**src/rtl/branch_history_queue.sv**
```systemverilog
// branch_history_queue: in-order queue of in-flight predicted branches.
// Three lanes allocate entries at the tail, three lanes resolve them by tag.
// Up to three consecutive resolved entries retire from the head each cycle
// and are presented, registered, to the gshare predictor update ports.
// A flush discards every entry younger than flush_tag_i.
// Optional feature: define BHQ_PERF_CNT_EN to build the branch and mispredict
// performance counters. Without it both perf outputs are tied to zero.
module branch_history_queue #(
  parameter int DEPTH      = 16,
  parameter int HIST_W     = 6,
  parameter int ADDR_WIDTH = 32,
  parameter int TAG_W      = $clog2(DEPTH)
) (
  input  logic                  clk,
  input  logic                  reset,
  input  logic                  alloc_valid_i_0,
  input  logic                  alloc_valid_i_1,
  input  logic                  alloc_valid_i_2,
  input  logic [ADDR_WIDTH-1:0] alloc_pc_i_0,
  input  logic [ADDR_WIDTH-1:0] alloc_pc_i_1,
  input  logic [ADDR_WIDTH-1:0] alloc_pc_i_2,
  input  logic [HIST_W-1:0]     alloc_hist_i_0,
  input  logic [HIST_W-1:0]     alloc_hist_i_1,
  input  logic [HIST_W-1:0]     alloc_hist_i_2,
  output logic [TAG_W-1:0]      alloc_tag_o_0,
  output logic [TAG_W-1:0]      alloc_tag_o_1,
  output logic [TAG_W-1:0]      alloc_tag_o_2,
  output logic                  alloc_ready_o,
  input  logic                  resolve_valid_i_0,
  input  logic                  resolve_valid_i_1,
  input  logic                  resolve_valid_i_2,
  input  logic [TAG_W-1:0]      resolve_tag_i_0,
  input  logic [TAG_W-1:0]      resolve_tag_i_1,
  input  logic [TAG_W-1:0]      resolve_tag_i_2,
  input  logic                  resolve_mispredict_i_0,
  input  logic                  resolve_mispredict_i_1,
  input  logic                  resolve_mispredict_i_2,
  input  logic                  flush_i,
  input  logic [TAG_W-1:0]      flush_tag_i,
  output logic                  update_valid_o_0,
  output logic                  update_valid_o_1,
  output logic                  update_valid_o_2,
  output logic [ADDR_WIDTH-1:0] update_pc_o_0,
  output logic [ADDR_WIDTH-1:0] update_pc_o_1,
  output logic [ADDR_WIDTH-1:0] update_pc_o_2,
  output logic [HIST_W-1:0]     update_hist_o_0,
  output logic [HIST_W-1:0]     update_hist_o_1,
  output logic [HIST_W-1:0]     update_hist_o_2,
  output logic                  update_mispredict_o_0,
  output logic                  update_mispredict_o_1,
  output logic                  update_mispredict_o_2,
  output logic [TAG_W:0]        count_o,
  output logic [31:0]           perf_branches_o,
  output logic [31:0]           perf_mispredicts_o
);

  localparam int LANES = 3;
  localparam logic [TAG_W:0] DEPTH_C = (TAG_W+1)'(DEPTH);
  localparam logic [TAG_W:0] LANES_C = (TAG_W+1)'(LANES);

  logic [TAG_W-1:0]      head_r;
  logic [TAG_W-1:0]      tail_r;
  logic [TAG_W:0]        count_r;
  logic [DEPTH-1:0]      done_r;
  logic [DEPTH-1:0]      misp_r;
  logic [ADDR_WIDTH-1:0] pc_mem_r   [DEPTH];
  logic [HIST_W-1:0]     hist_mem_r [DEPTH];

  logic                  upd_valid_r [LANES];
  logic [ADDR_WIDTH-1:0] upd_pc_r    [LANES];
  logic [HIST_W-1:0]     upd_hist_r  [LANES];
  logic                  upd_misp_r  [LANES];

  logic                  alloc_valid_s [LANES];
  logic [ADDR_WIDTH-1:0] alloc_pc_s    [LANES];
  logic [HIST_W-1:0]     alloc_hist_s  [LANES];
  logic [TAG_W-1:0]      alloc_tag_s   [LANES];
  logic                  res_valid_s   [LANES];
  logic [TAG_W-1:0]      res_tag_s     [LANES];
  logic                  res_misp_s    [LANES];
  logic                  res_ok_s      [LANES];

  logic                  alloc_ready_s;
  logic                  alloc_fire_s;
  logic [TAG_W:0]        alloc_n_s;
  logic [TAG_W:0]        kept_s;
  logic [TAG_W:0]        drain_lim_s;
  logic [TAG_W:0]        drain_n_s;
  logic                  drain_stop_s;

  assign alloc_valid_s[0] = alloc_valid_i_0;
  assign alloc_valid_s[1] = alloc_valid_i_1;
  assign alloc_valid_s[2] = alloc_valid_i_2;
  assign alloc_pc_s[0]    = alloc_pc_i_0;
  assign alloc_pc_s[1]    = alloc_pc_i_1;
  assign alloc_pc_s[2]    = alloc_pc_i_2;
  assign alloc_hist_s[0]  = alloc_hist_i_0;
  assign alloc_hist_s[1]  = alloc_hist_i_1;
  assign alloc_hist_s[2]  = alloc_hist_i_2;
  assign res_valid_s[0]   = resolve_valid_i_0;
  assign res_valid_s[1]   = resolve_valid_i_1;
  assign res_valid_s[2]   = resolve_valid_i_2;
  assign res_tag_s[0]     = resolve_tag_i_0;
  assign res_tag_s[1]     = resolve_tag_i_1;
  assign res_tag_s[2]     = resolve_tag_i_2;
  assign res_misp_s[0]    = resolve_mispredict_i_0;
  assign res_misp_s[1]    = resolve_mispredict_i_1;
  assign res_misp_s[2]    = resolve_mispredict_i_2;

  // Allocation needs room for a full group of three; a flush cancels it.
  assign alloc_ready_s = (count_r <= (DEPTH_C - LANES_C));
  assign alloc_fire_s  = alloc_ready_s & ~flush_i;
  // Entries surviving a flush: head through flush_tag_i inclusive.
  assign kept_s        = {1'b0, flush_tag_i - head_r} + (TAG_W+1)'(1);

  // Pack valid allocate lanes onto consecutive tags starting at the tail.
  always_comb begin
    alloc_n_s = '0;
    for (int k = 0; k < LANES; k++) begin
      alloc_tag_s[k] = tail_r + alloc_n_s[TAG_W-1:0];
      if (alloc_valid_s[k]) alloc_n_s = alloc_n_s + (TAG_W+1)'(1);
      else                  alloc_n_s = alloc_n_s;
    end
  end

  // A resolve only counts when its tag lies inside the occupied window.
  always_comb begin
    for (int k = 0; k < LANES; k++) begin
      res_ok_s[k] = res_valid_s[k] & ({1'b0, res_tag_s[k] - head_r} < count_r);
    end
  end

  // Count consecutive done entries at the head, stopping at the first gap.
  always_comb begin
    if (flush_i) drain_lim_s = kept_s;
    else         drain_lim_s = count_r;
    drain_n_s    = '0;
    drain_stop_s = 1'b0;
    for (int k = 0; k < LANES; k++) begin
      if (!drain_stop_s && ((TAG_W+1)'(k) < drain_lim_s) && done_r[head_r + TAG_W'(k)]) begin
        drain_n_s = drain_n_s + (TAG_W+1)'(1);
      end else begin
        drain_stop_s = 1'b1;
      end
    end
  end

  // Pointers, occupancy, per-entry status bits and registered update lanes.
  always_ff @(posedge clk or negedge reset) begin
    if (!reset) begin
      head_r  <= '0;
      tail_r  <= '0;
      count_r <= '0;
      done_r  <= '0;
      misp_r  <= '0;
      for (int k = 0; k < LANES; k++) begin
        upd_valid_r[k] <= 1'b0;
        upd_pc_r[k]    <= '0;
        upd_hist_r[k]  <= '0;
        upd_misp_r[k]  <= 1'b0;
      end
    end else begin
      for (int k = 0; k < LANES; k++) begin
        if (res_ok_s[k]) begin
          done_r[res_tag_s[k]] <= 1'b1;
          misp_r[res_tag_s[k]] <= res_misp_s[k];
        end
      end
      for (int k = 0; k < LANES; k++) begin
        if ((TAG_W+1)'(k) < drain_n_s) begin
          done_r[head_r + TAG_W'(k)] <= 1'b0;
          upd_valid_r[k] <= 1'b1;
          upd_pc_r[k]    <= pc_mem_r[head_r + TAG_W'(k)];
          upd_hist_r[k]  <= hist_mem_r[head_r + TAG_W'(k)];
          upd_misp_r[k]  <= misp_r[head_r + TAG_W'(k)];
        end else begin
          upd_valid_r[k] <= 1'b0;
          upd_pc_r[k]    <= '0;
          upd_hist_r[k]  <= '0;
          upd_misp_r[k]  <= 1'b0;
        end
      end
      for (int k = 0; k < LANES; k++) begin
        if (alloc_fire_s && alloc_valid_s[k]) begin
          done_r[alloc_tag_s[k]] <= 1'b0;
          misp_r[alloc_tag_s[k]] <= 1'b0;
        end
      end
      head_r <= head_r + drain_n_s[TAG_W-1:0];
      if (flush_i) begin
        tail_r  <= flush_tag_i + TAG_W'(1);
        count_r <= kept_s - drain_n_s;
      end else if (alloc_fire_s) begin
        tail_r  <= tail_r + alloc_n_s[TAG_W-1:0];
        count_r <= count_r + alloc_n_s - drain_n_s;
      end else begin
        count_r <= count_r - drain_n_s;
      end
    end
  end

  // Payload storage; only entries inside the occupied window are ever read.
  always_ff @(posedge clk) begin
    for (int k = 0; k < LANES; k++) begin
      if (alloc_fire_s && alloc_valid_s[k]) begin
        pc_mem_r[alloc_tag_s[k]]   <= alloc_pc_s[k];
        hist_mem_r[alloc_tag_s[k]] <= alloc_hist_s[k];
      end
    end
  end

`ifdef BHQ_PERF_CNT_EN
  logic [31:0] perf_br_r;
  logic [31:0] perf_mis_r;
  logic [31:0] drain_mis_s;

  // Number of retiring entries that were mispredicted.
  always_comb begin
    drain_mis_s = '0;
    for (int k = 0; k < LANES; k++) begin
      if (((TAG_W+1)'(k) < drain_n_s) && misp_r[head_r + TAG_W'(k)]) drain_mis_s = drain_mis_s + 32'd1;
      else                                                            drain_mis_s = drain_mis_s;
    end
  end

  // Free-running, wrapping retirement counters.
  always_ff @(posedge clk or negedge reset) begin
    if (!reset) begin
      perf_br_r  <= 32'd0;
      perf_mis_r <= 32'd0;
    end else begin
      perf_br_r  <= perf_br_r + 32'(drain_n_s);
      perf_mis_r <= perf_mis_r + drain_mis_s;
    end
  end

  assign perf_branches_o    = perf_br_r;
  assign perf_mispredicts_o = perf_mis_r;
`else
  assign perf_branches_o    = 32'd0;
  assign perf_mispredicts_o = 32'd0;
`endif

  assign alloc_ready_o         = alloc_ready_s;
  assign alloc_tag_o_0         = alloc_tag_s[0];
  assign alloc_tag_o_1         = alloc_tag_s[1];
  assign alloc_tag_o_2         = alloc_tag_s[2];
  assign count_o               = count_r;
  assign update_valid_o_0      = upd_valid_r[0];
  assign update_valid_o_1      = upd_valid_r[1];
  assign update_valid_o_2      = upd_valid_r[2];
  assign update_pc_o_0         = upd_pc_r[0];
  assign update_pc_o_1         = upd_pc_r[1];
  assign update_pc_o_2         = upd_pc_r[2];
  assign update_hist_o_0       = upd_hist_r[0];
  assign update_hist_o_1       = upd_hist_r[1];
  assign update_hist_o_2       = upd_hist_r[2];
  assign update_mispredict_o_0 = upd_misp_r[0];
  assign update_mispredict_o_1 = upd_misp_r[1];
  assign update_mispredict_o_2 = upd_misp_r[2];

endmodule

```
**config.mk**
```make
export PLATFORM = sky130hd
export DESIGN_NAME = branch_history_queue
export DESIGN_NICKNAME = d
export VERILOG_FILES = /design/src/rtl/branch_history_queue.sv
export SDC_FILE = /design/constraint.sdc
export NUM_CORES = 2
export LEC_CHECK = 0
export ABC_CLOCK_PERIOD_IN_PS = 8200
export CAP_MARGIN = 20
export CORE_MARGIN = 2
export CORE_UTILIZATION = 39
export DETAILED_ROUTE_END_ITERATION = 8
export PLACE_DENSITY_LB_ADDON = 0.15
export SYNTH_ARGS = -nofsm -noshare
export SYNTH_HDL_FRONTEND = slang
export SYNTH_SLANG_ARGS = --single-unit
```
**constraint.sdc**
```tcl
create_clock -name clk -period 8.2 [get_ports clk]
set_clock_uncertainty 0.15 [all_clocks]
set_input_delay 1.64 -clock clk [delete_from_list [all_inputs] [get_ports clk]]
set_output_delay 1.64 -clock clk [all_outputs]
set_load 0.01 [all_outputs]
```
==> impl_metrics.ini <==
[status]
status = completed

[critical_path]
end_kind = flop
crit_type = in -> reg
arrival_ps = 7720
crit_fanout = 4
crit_family = adder cells
crit_required_ps = 8630
cp-start-kind = primary input
slowest_delay_ps = 540
cp_slowest_cell = clkdlybuf4s50_1
crit_buf_inv = 8
cp_common_cell = inv_1

[pwr]
ir_worst_vdd_uv = 484
p_leak_uw = 0.0235
p_per_area_nw_per_um2 = 376

[cts]
htree_levels = 3
post_cts_buffers = 0
clk_latency_ps = 740
cts_tree = done
path_clk_slew_ps = 60
cts_resized = 0
cts_buffers = 97
cts-root-buf = clkbuf_16
clk_path_buf_depth = 3
hold_buffers = 0
cts.sinks = 773

[global_route]
busiest_layer = met2
grt_use_met3 = 0.0634
antenna_found_initial = 30
use_met1 = 0.419
grt_max_degree = 152
gr-total-overflow = 0
grt_pass1_vias = 41500
grt_first_pass_wirelength_mm = 319
grtUsageMet2 = 0.468
grt_use_total = 0.305

[synth]
synth-main-ff-cell = edfxtp_1
synthArstFlopShare = 0.213
syn_area_per_cell_sq_um = 11.2
ys_ff_latch = 773
synth-edff-count = 608
netlist_top_cells_area = edfxtp_1 33%, mux4_2 19%, mux2i_1 14%
synth_top_area_frac = 0.330
syn_inst = 4962
synth_area_sq_um = 55400
synth_cell_types = 71
ys_seq_area_frac = 0.404
synth_top_area_cell = edfxtp_1
yosysWarnings = 0

[detailed_routing]
num_vias = 44100
drt-wirelength-per-cell_microns = 33.0
via_per_inst = 6.41
routed_wl_mm = 227
first_pass_iters = 6
drc_errors = 0
drtIter0Drc = 6154
ant_nets = 0

[finish]
drive_above_1_share = 0.161
fin_area_sq_um = 62700
fillers = 13100
multi_input_area_sq_um = 30700
final_common_cell = mux2i_1
layout.nets = 5102
layout_common_cells = 753 x mux2i_1, 608 x edfxtp_1, 512 x nand2_1
seqCellArea_sq_um = 22400
areaGrowthSynthToFinish_pct = 13.2

[sta]
min_period_ps = 7290
rsz0062_at_grt = no
relSlewSlack = 0.168
drv_slew = 0
setup_viol = 0
max_freq_mhz = 137
tns_ps = 0
hold_viol_final = 0
period_share = 0.890
tightest_slew_ps = 1250
hold-worst-slack_ps = 523

[place]
place_congestion = 0.889
dp_hpwl_mm = 133
dpl_cell_area_sq_um = 59400
io_buffers = 279

[floorplanning]
core_area_sq_um = 141000
die_x_microns = 381
initial_core_util = 0.392
die_area_sq_um = 145000
ios = 344
die_h_microns = 381
rows = 138

[flow_run]
maxCapViolCount = 0

[worst_hold_path]
hp-class = reg -> reg
[synthesized netlist by cell type (30+ instances only)]
cell and number:
o21ai_1 30, edfxtp_1 608, nor2b_1 57, a21oi_1 343, nand3_1 110, dfrtp_1 165
nor2_1 414, and3_1 53, a221oi_1 85, mux4_2 459, buf_4 73, buf_2 69
nand2_1 512, clkbuf_1 398, o21ai_0 312, inv_1 49, mux2i_1 753, ha_1 54
buf_1 88
[registers in the layout, indices dropped and copies added (netlist names), 4 cells and up]
| name | flops |
|---|---|
| tail_r | 4 |
| count_o | 5 |
| pc_mem_r | 512 |
| update_hist_o_0 | 6 |
| update_pc_o_2 | 32 |
| update_pc_o_0 | 32 |
| misp_r | 16 |
| update_hist_o_2 | 6 |
| head_r | 4 |
| hist_mem_r | 96 |
| update_pc_o_1 | 32 |
| update_hist_o_1 | 6 |
| done_r | 16 |
[per-layer routing]
layer  up-vias  share of wire
met2      2768           0.45
met1     22200           0.40
li1      18600              -
met4        16          0.043
met5         -        0.00046
met3       474           0.10
[logic make-up after synthesis]
| group | share of synthesized area |
|---|---|
| compound gates | 0.0956 |
| fa+ha+maj | 0.0165 |
| mux | 0.325 |
| simple gates | 0.0998 |
| buf+inv | 0.0525 |
| other cells | 0.0000677 |
| xor+xnor | 0.00662 |
| flops | 0.404 |
[power by group]
group	internal, uW	switching (uW)
logic	5590	8120
registers	4890	472
clock network	2620	1840
total	13100	10400
[path summary, 6_finish.rpt]
| check | from | endpoint | slack, ps | cells after the start |
|---|---|---|---|---|
| max | flush_tag_i[0] | count_o[4]$_DFF_PN0_ | 910 | 29 |
| min | misp_r[10]$_DFF_PN0_ | misp_r[10]$_DFF_PN0_ | 520 | 2 |
| max reg2reg | head_r[1]$_DFF_PN0_ | count_o[4]$_DFF_PN0_ | 1610 | 26 |
| min reg2reg | misp_r[10]$_DFF_PN0_ | misp_r[10]$_DFF_PN0_ | 520 | 2 |
| max in group asynchronous | reset | head_r[0]$_DFF_PN0_ | 5760 | 2 |
| min in group asynchronous | reset | update_pc_o_0[4]$_DFF_PN0_ | 700 | 1 |
[worst min-delay path: stages (launching register included)]
cell and delay (ps):
dfrtp_1 410, mux2i_1 140, a211oi_1 90
[final cells by class]
cell class | instances | area share
antenna | 11 | 0.000439
clock inverter | 40 | 0.00673
inverter | 51 | 0.00319
sequential | 773 | 0.357
clock buffer | 141 | 0.0449
multi-input combinational | 3573 | 0.490
tap | 1890 | 0.0377
timing repair buffer | 398 | 0.0595
[stage by stage]
step                setup slack [ps]  cells  utilization  total power, uW
global placement                 320   6685        0.421            19000
floorplan                        433   5025            -            14100
global route                     442   6874        0.444            24500
finish                           905   6877        0.444            23500
detailed placement               162   6685        0.421            19000
CTS                              917   6866        0.444            23400
No activity file was read; power rests on OpenSTA's default activity.
